--- src/rtl/rx_serial_pkg.sv ---
// Shared types and constants for the 7E1 serial receiver.
// Holds the FSM encoding, the data width and the tick divider calculation.
package rx_serial_pkg;

  localparam int DATA_W = 7;

  typedef enum logic [2:0] {
    IDLE        = 3'd0,
    START       = 3'd1,
    DADOS       = 3'd2,
    PARIDADE    = 3'd3,
    STOP        = 3'd4,
    ESPERA_ALTO = 3'd5
  } state_t;

  // Clocks per oversample tick, rounded to nearest.
  function automatic int calc_div(input int clk_freq, input int baud, input int os);
    return (clk_freq + (baud * os) / 2) / (baud * os);
  endfunction

endpackage

--- src/rtl/rx_serial_7e1_gerador_tick.sv ---
// Oversample tick divider: down-counter with terminal-count tick and synchronous restart.
// Restart reloads the counter so the first tick lands DIV clocks later.
module gerador_tick #(
  parameter int DIV = 27
) (
  input  logic clock,
  input  logic reset,
  input  logic restart,
  output logic tick
);

  localparam int W = (DIV > 1) ? $clog2(DIV) : 1;
  localparam logic [W-1:0] RELOAD = W'(DIV - 1);

  logic [W-1:0] cnt;

  always_ff @(posedge clock or negedge reset) begin
    if (!reset) begin
      cnt <= '0;
    end else if (restart || cnt == '0) begin
      cnt <= RELOAD;
    end else begin
      cnt <= cnt - 1'b1;
    end
  end

  assign tick = (cnt == '0) && !restart;

endmodule

--- src/rtl/rx_serial_7e1.sv ---
// 7E1 asynchronous serial receiver, 16x oversampled, with one-entry output register.
// Optional RX_FILTER_EN: 3-sample majority vote per bit instead of a single mid-bit sample.
//
// state       | meaning
// IDLE        | line idle, waiting for a low level
// START       | inside start bit, glitch check at mid-bit
// DADOS       | receiving 7 data bits, LSB first
// PARIDADE    | receiving parity bit
// STOP        | receiving stop bit, frame committed at mid-bit
// ESPERA_ALTO | stop bit was low, wait for the line to return high
module rx_serial_7e1
  import rx_serial_pkg::*;
#(
  parameter int CLK_FREQ   = 50_000_000,
  parameter int BAUD       = 115200,
  parameter int OVERSAMPLE = 16,
  parameter int PARITY_ODD = 0
) (
  input  logic              clock,
  input  logic              reset,
  input  logic              RX,
  input  logic              recebido,
  output logic [DATA_W-1:0] dados,
  output logic              dado_valido,
  output logic              erro_paridade,
  output logic              erro_stop,
  output logic              overrun,
  output logic              ocupado
);

  localparam int DIV = calc_div(CLK_FREQ, BAUD, OVERSAMPLE);
  localparam int SW  = $clog2(OVERSAMPLE);
  localparam logic [SW-1:0] MID      = SW'(OVERSAMPLE / 2 - 1);
  localparam logic [SW-1:0] LAST     = SW'(OVERSAMPLE - 1);
  localparam logic [2:0]    LAST_BIT = 3'(DATA_W - 1);

  state_t state, state_nx;

  logic              rx_s1, rx_s2, rx_sync;
  logic              tick, restart;
  logic [SW-1:0]     samp_cnt;
  logic [2:0]        bit_idx;
  logic [DATA_W-1:0] shreg;
  logic              par_err;
  logic              take, val, bit_end;
  logic              shift_en, par_load, commit;

  assign rx_sync = rx_s2;

  always_ff @(posedge clock or negedge reset) begin
    if (!reset) begin
      rx_s1 <= 1'b1;
      rx_s2 <= 1'b1;
    end else begin
      rx_s1 <= RX;
      rx_s2 <= rx_s1;
    end
  end

  gerador_tick #(.DIV(DIV)) u_tick (
    .clock   (clock),
    .reset   (reset),
    .restart (restart),
    .tick    (tick)
  );

  assign bit_end = tick && (samp_cnt == LAST);

`ifdef RX_FILTER_EN
  localparam logic [SW-1:0] V0_AT   = SW'(OVERSAMPLE / 2 - 2);
  localparam logic [SW-1:0] VOTE_AT = SW'(OVERSAMPLE / 2);

  logic v0, v1;

  always_ff @(posedge clock or negedge reset) begin
    if (!reset) begin
      v0 <= 1'b1;
      v1 <= 1'b1;
    end else if (tick) begin
      if (samp_cnt == V0_AT) v0 <= rx_sync;
      if (samp_cnt == MID)   v1 <= rx_sync;
    end
  end

  assign take = tick && (samp_cnt == VOTE_AT);
  assign val  = (v0 & v1) | (v0 & rx_sync) | (v1 & rx_sync);
`else
  assign take = tick && (samp_cnt == MID);
  assign val  = rx_sync;
`endif

  always_ff @(posedge clock or negedge reset) begin
    if (!reset) begin
      state <= IDLE;
    end else begin
      state <= state_nx;
    end
  end

  always_comb begin
    state_nx = state;
    restart  = 1'b0;
    shift_en = 1'b0;
    par_load = 1'b0;
    commit   = 1'b0;
    case (state)
      IDLE: begin
        if (!rx_sync) begin
          state_nx = START;
          restart  = 1'b1;
        end
      end
      START: begin
        if (take && val) state_nx = IDLE;
        else if (bit_end) state_nx = DADOS;
      end
      DADOS: begin
        shift_en = take;
        if (bit_end && bit_idx == LAST_BIT) state_nx = PARIDADE;
      end
      PARIDADE: begin
        par_load = take;
        if (bit_end) state_nx = STOP;
      end
      STOP: begin
        if (take) begin
          commit   = 1'b1;
          state_nx = val ? IDLE : ESPERA_ALTO;
        end
      end
      ESPERA_ALTO: begin
        if (rx_sync) state_nx = IDLE;
      end
      default: state_nx = IDLE;
    endcase
  end

  always_ff @(posedge clock or negedge reset) begin
    if (!reset) begin
      samp_cnt <= '0;
      bit_idx  <= '0;
      shreg    <= '0;
      par_err  <= 1'b0;
    end else begin
      if (restart) samp_cnt <= '0;
      else if (tick && state != IDLE) samp_cnt <= samp_cnt + 1'b1;

      if (restart) bit_idx <= '0;
      else if (state == DADOS && bit_end) bit_idx <= bit_idx + 1'b1;

      if (shift_en) shreg <= {val, shreg[DATA_W-1:1]};

      // Expected parity bit: XOR of data for even, its complement for odd.
      if (par_load) par_err <= val ^ ((PARITY_ODD != 0) ? ~^shreg : ^shreg);
    end
  end

  always_ff @(posedge clock or negedge reset) begin
    if (!reset) begin
      dados         <= '0;
      dado_valido   <= 1'b0;
      erro_paridade <= 1'b0;
      erro_stop     <= 1'b0;
      overrun       <= 1'b0;
    end else if (commit) begin
      dados         <= shreg;
      erro_paridade <= par_err;
      erro_stop     <= !val;
      dado_valido   <= 1'b1;
      if (dado_valido && !recebido) overrun <= 1'b1;
      else if (dado_valido && recebido) overrun <= 1'b0;
    end else if (recebido && dado_valido) begin
      dado_valido <= 1'b0;
      overrun     <= 1'b0;
    end
  end

  assign ocupado = (state != IDLE);

endmodule
--- config.mk ---
export PLATFORM = sky130hd
export DESIGN_NAME = rx_serial_7e1
export DESIGN_NICKNAME = d
export VERILOG_FILES = /design/src/rtl/rx_serial_pkg.sv /design/src/rtl/rx_serial_7e1_gerador_tick.sv /design/src/rtl/rx_serial_7e1.sv
export SDC_FILE = /design/constraint.sdc
export NUM_CORES = 1
export LEC_CHECK = 0
export ABC_AREA = 1
export CORE_MARGIN = 4
export CORE_UTILIZATION = 50
export DETAILED_ROUTE_END_ITERATION = 16
export PLACE_DENSITY_LB_ADDON = 0.15
export SLEW_MARGIN = 20
export SYNTH_ARGS = -nofsm -noshare
export SYNTH_HDL_FRONTEND = slang
export SYNTH_SLANG_ARGS = --single-unit
--- constraint.sdc ---
create_clock -name clock -period 3.85 [get_ports clock]
set_clock_uncertainty 0.1 [all_clocks]
set_input_delay 0.385 -clock clock [delete_from_list [all_inputs] [get_ports clock]]
set_output_delay 0.385 -clock clock [all_outputs]
set_load 0.005 [all_outputs]
==> results of run 1 <==
-- registers in the layout (all words and copies together), names as in the netlist, 3 cells and up, named ones only --
name	count
bit_idx	3
dados	7
samp_cnt	4
shreg	7
state	3
u_tick.cnt	5
-- logic make-up after synthesis --
| logic type | share of synthesized area, % |
|---|---|
| and+or+nand+nor | 26.5 |
| DFF | 50.0 |
| AOI/OAI and AO/OA | 9.98 |
| adders and majority gates | 3.47 |
| buffers and inverters | 7.07 |
| xor gates and xnor gates | 2.91 |
-- worst max path at each step --
stage | start | to | slack [ps] | cells past startpoint
floorplan | u_tick.cnt[0] | shreg[0] | 2190 | 9
global placement | state[1] | ocupado | 2130 | 3
detailed placement | u_tick.cnt[0] | state[0] | 2080 | 11
CTS | state[1] | ocupado | 1740 | 3
global route | state[1] | ocupado | 1690 | 3
finish | state[1] | ocupado | 1750 | 3
-- power by group through the flow --
stage,Combinational (mW),Sequential (mW),Clock (mW)
2_1_floorplan,0.00324,0.389,0
3_3_place_gp,0.0164,0.390,0
3_5_place_dp,0.0167,0.390,0
4_1_cts,0.0169,0.382,0.194
5_1_grt,0.0189,0.383,0.211
6_report,0.0160,0.382,0.183
-- worst register-to-register path, delay by kind of cell, from the launching register on --
kind,cells,cell delay [ps]
adder cells (fa/ha/maj),1,150
buffers and inverters,1,100
flip-flops,1,390
AND/OR/NAND/NOR,9,950
-- metal layers --
layer	GRT usage, %	vias to the layer above
li1	-	707
met1	18.4	599
met2	27.9	22
met3	4.43	5
met4	7.44	0
met5	0	-
-- synth_stat cells (all sizes together) (4+ instances only) --
| cell type | instances |
|---|---|
| nand3 | 14 |
| inv | 29 |
| nand2 | 65 |
| nor3 | 4 |
| ha | 5 |
| a21oi | 5 |
| nor2 | 17 |
| o21ai | 24 |
| xor2 | 4 |
| dfrtp | 34 |
-- stage by stage --
step / util [%] / instance area (µm²) / power [mW] / cells
global route: 60.0 / 2050 / 0.613 / 278
CTS: 60.0 / 2050 / 0.593 / 278
detailed placement: 58.6 / 2000 / 0.406 / 271
floorplan: - / 1810 / 0.393 / 211
finish: 60.0 / 2050 / 0.581 / 278
global placement: 58.6 / 2000 / 0.406 / 271
-- final cells by class --
cell class / instances / share of cell area, %
Timing Repair Buffer: 16 / 7.70
Multi-Input combinational cell: 144 / 37.8
Clock buffer: 6 / 2.02
Inverter: 29 / 5.31
Clock inverter: 1 / 0.244
Sequential cell: 36 / 44.1
Tap cell: 46 / 2.81
==> results_dict.tcl, run 1 <==
set metrics [dict create \
    io_pins 16 \
    yosys.area.top_type "dfrtp_1" \
    wl_met3_um 111 \
    gp_congestion 0.832 \
    grt_max_degree 37 \
    whs_ps 268 \
    grt_use_total_pct 16.2 \
    hold_depth 0 \
    cp_data_required_time_ps 3370 \
    pwr-share-clk_pct 31.4 \
    post_cts_resized 0 \
    routed.top_layer "met4" \
    drive_above_1_share_pct 14.2 \
    syn2layout_area_growth_pct 13.4 \
    p_leak_nw 0.989 \
    slowest_delay_ps 470 \
    max_slew_margin_pct 71.1 \
    die-area_um2 4640 \
    cts.clk_slew.worst_paths_ps 100 \
    num-nets-final 241 \
    synth_flop_cell "dfrtp_1" \
    fin_setup_tns_ps 0 \
    clock_sinks 36 \
    r2r_end "state[0]" \
    rsz0062_at_grt "no" \
    wl_met1_um 1380 \
    synth_edf_count 0 \
    drc 0 \
    swShare_pct 21.9 \
    end_kind "output pin" \
    cp_cell_sequence "nor2_2, nand2_1, clkdlybuf4s50_1" \
    start_util_pct 52.9 \
    row_count 21 \
    worst_pin_slew_ps 433 \
    dpl.hpwl_um 2340 \
    synthDistinctLibCells 26 \
    synth_top_area_share_pct 47.1 \
    rrSetupSlack_ps 2060 \
    synth_area_um2 1810 \
    critPathKind "reg2out" \
    crit_fanout 5 \
    n_fill_cell 309 \
    antenna_left 0 \
    vias 1333 \
    grt_pass1_vias 1331 \
    viasPerCell 4.79 \
    yosysSeqAreaShare_pct 50.0 \
    synth_seq_cells 36 \
    cts_hold_buf 0 \
    syn_inst 211 \
    switchingPower_mw 0.127 \
    die_w_um 68.1 \
    antenna_found_initial 0 \
    grt-ovfl-total 0 \
    grt_pass1_wl_um 5510 \
    coreArea_um2 3420 \
    internal-power_mw 0.454 \
    yosys_warnings 0 \
    p_seq_share_pct 65.8 \
    routed_wl_um 3070 \
    tritoncts "done" \
    insertion_delay_ps 330 \
    setup_viol 0 \
    drt_iter0_drc 57 \
    power_frac_comb_pct 2.8 \
    crit_arrival_ps 1620 \
    clockBufferDepth 2 \
    r2r_cells 11 \
    cts-htree-levels 2 \
    multi_input_area_um2 774 \
    path_buf_inv 1 \
    synthTopCellsByArea "dfrtp_1, nand2_1, inv_1, ha_1, o21ai_2" \
    p_per_area_nw_per_um2 284 \
    final_common_cell "nand2_1" \
    post-cts-setup-buffers 0 \
    ff_latch_area_um2 903 \
    start_kind "register" \
    hold_start "rx_s1" \
    critical-path-top-delay-family "buffers and inverters" \
    fin_ws_ps 1750 \
    n_antenna_cell 0 \
    drv_slew 0 \
    cts_buffers 5 \
    holdPathEnd "rx_s2" \
    maxCapViolCount 0 \
    pre_cts_ws_ps 2080 \
    hp-class "reg2reg" \
    hold_violations 0 \
    post_drt_wl_per_cell_um 11.1 \
    outcome "complete, no violations" \
    port_buffers 15 \
    firstDrtPassIters 4 \
    postSynthAreaPerCell_um2 8.56 \
    clock-root-buffer "clkbuf_4" \
    r2r-start "u_tick.cnt[0]" \
    slowest_stage "clkdlybuf4s50_1" \
    syn_nets 220 \
    vdd_drop_max_mv 0.176 \
    met2_length_um 1530 \
    fp.dieH_um 68.1 \
    period_share_pct 54.5 \
    mostFrequentLayoutCells "nand2_1, dfrtp_1, inv_1" \
    ys_async_sr_fraction_pct 100 \
    max_clock_freq_mhz 476 \
    post-route-min-period_ps 2100 \
]
(Power assumes the default switching activity.)
==> run 2, diff against run 1 <==
clock period = 1.85 ns   (was 3.85 ns; I/O delays follow)
==> run 2 against run 1 <==
Design area rose by 3.1%. Die area did not move. Sequential power rose by 110%. Highest routed layer unchanged.
==> results_dict.tcl, run 2 (synthesis results as in run 1) <==
set metrics [dict create \
    final_common_cell "nand2_1" \
    crit_start "u_tick.cnt[0]" \
    cts.clk_slew.worst_paths_ps 110 \
    vias 1407 \
    firstDrtPassIters 4 \
    critPathKind "reg2reg" \
    cp_cell_sequence "inv_2, ha_1, nand2_1, nor2_4, buf_12, nand3_4, or2_4, nand2_1, o21ai_2" \
    setup_viol 0 \
    cts_buffers 5 \
    crit_path_end "shreg[5]" \
    post_drt_wl_per_cell_um 11.0 \
    coreArea_um2 3420 \
    hp-class "in2reg" \
    die-area_um2 4640 \
    maxCapViolCount 0 \
    antenna_left 0 \
    whs_ps 138 \
    drive_above_1_share_pct 18.7 \
    crit_fanout 14 \
    vdd_drop_max_mv 0.452 \
    mostFrequentLayoutCells "nand2_1, dfrtp_1, inv_1" \
    n_antenna_cell 0 \
    r2r_cells 9 \
    slowest_stage "dfrtp_1" \
    grt_max_degree 37 \
    tritoncts "done" \
    drt_iter0_drc 67 \
    start_kind "register" \
    die_w_um 68.1 \
    antenna_found_initial 0 \
    ff_latch_area_um2 907 \
    crit_arrival_ps 1890 \
    cp_data_required_time_ps 1990 \
    port_buffers 15 \
    gp_congestion 0.794 \
    cts-htree-levels 2 \
    period_share_pct 95.0 \
    power_mw 1.26 \
    viasPerCell 5.01 \
    max_slew_margin_pct 71.0 \
    reg_top3 "dados x7, shreg x7, u_tick.cnt x5" \
    routed_wl_um 3090 \
    start_util_pct 52.9 \
    p_per_area_nw_per_um2 599 \
    grt_pass1_vias 1308 \
    multi_input_area_um2 795 \
    insertion_delay_ps 340 \
    worst_pin_slew_ps 435 \
    grt_pass1_wl_um 5400 \
    drv_slew 0 \
    fp.dieH_um 68.1 \
    p_leak_nw 1.00 \
    r2r_end "shreg[5]" \
    grt_use_total_pct 15.9 \
    hold_violations 0 \
    drc 0 \
    cp_common_cell "nand2_1" \
    outcome "complete, no violations" \
    end_kind "register" \
    syn2layout_area_growth_pct 17.0 \
    max_clock_freq_mhz 569 \
    clockBufferDepth 2 \
    clock_sinks 36 \
    io_pins 16 \
    n_fill_cell 294 \
    r2r-start "u_tick.cnt[0]" \
    post-route-min-period_ps 1760 \
    dpl.hpwl_um 2300 \
    slowest_delay_ps 410 \
    rrSetupSlack_ps 90 \
    row_count 21 \
    cts_hold_buf 0 \
    clock-root-buffer "clkbuf_4" \
    num-nets-final 243 \
    grt-ovfl-total 0 \
]
-- run 2: cell types whose count changed in the layout (fill, tap and decap cells not counted), sizes merged --
| cell | delta |
|---|---|
| buf | +2 |
| clkbuf | +2 |
| clkinv | -1 |
-- run 2: worst min-delay path by stage --
stage | startpoint | end | slack (ps) | depth (start not counted)
5_1_grt | RX | rx_s1 | 130 | 1
3_3_place_gp | rx_s1 | rx_s2 | 250 | 0
6_report | RX | rx_s1 | 140 | 1
4_1_cts | RX | rx_s1 | 140 | 1
3_5_place_dp | rx_s1 | rx_s2 | 250 | 0
2_1_floorplan | reset | asynchronous set/reset pin | -210 | 0
-- run 2: area by class of cell --
class	count	share of cell area (%)
clock buffers	8	2.78
inverters	29	5.15
multi-input cells	144	37.6
flip-flops and latches	36	43.0
well taps	46	2.73
repair buffers	18	8.77
-- run 2: routing by layer --
layer  wire [µm]  up-vias  track usage (%)
met2        1520       40             26.0
met3         177        6             5.75
met4          52        0             7.69
li1            -      713                -
met1        1330      648             18.3
met5           0        -                0
-- run 2: through the flow --
stage / TNS (ps) / setup slack [ps] / instance area [µm²] / utilization (%) / instances
final: 0 / 92.9 / 2110 / 61.8 / 281
after global routing: -12.0 / -7.35 / 2110 / 61.8 / 281
after CTS: 0 / 10.9 / 2070 / 60.5 / 279
after detailed placement: 0 / 53.7 / 2000 / 58.6 / 271
after global placement: 0 / 158 / 2000 / 58.6 / 271
after floorplan: 0 / 193 / 1810 / - / 211
-- run 2: power breakdown --
part	total [mW]	switching [mW]	leakage, nW	internal [mW]
logic	0.0340	0.0215	0.501	0.0124
registers	0.795	0.00333	0.471	0.792
clock network	0.435	0.247	0.0326	0.188
total	1.26	0.272	1.00	0.992
-- run 2: what timing repair did --
| action | in CTS | in global routing |
|---|---|---|
| gates cloned | 0 | 0 |
| pin swaps | 0 | 3 |
| setup endpoints to repair | 1 | 7 |
| buffers inserted | 0 | 2 |
| gates resized for setup | 1 | 10 |
-- run 2: worst max-delay path: cells and delay by family, from the launching register on --
family          cells  cell delay, ps
compound gates      1              50
fa+ha+maj           1             140
buf+inv             2             200
flops               1             410
simple gates        5             750
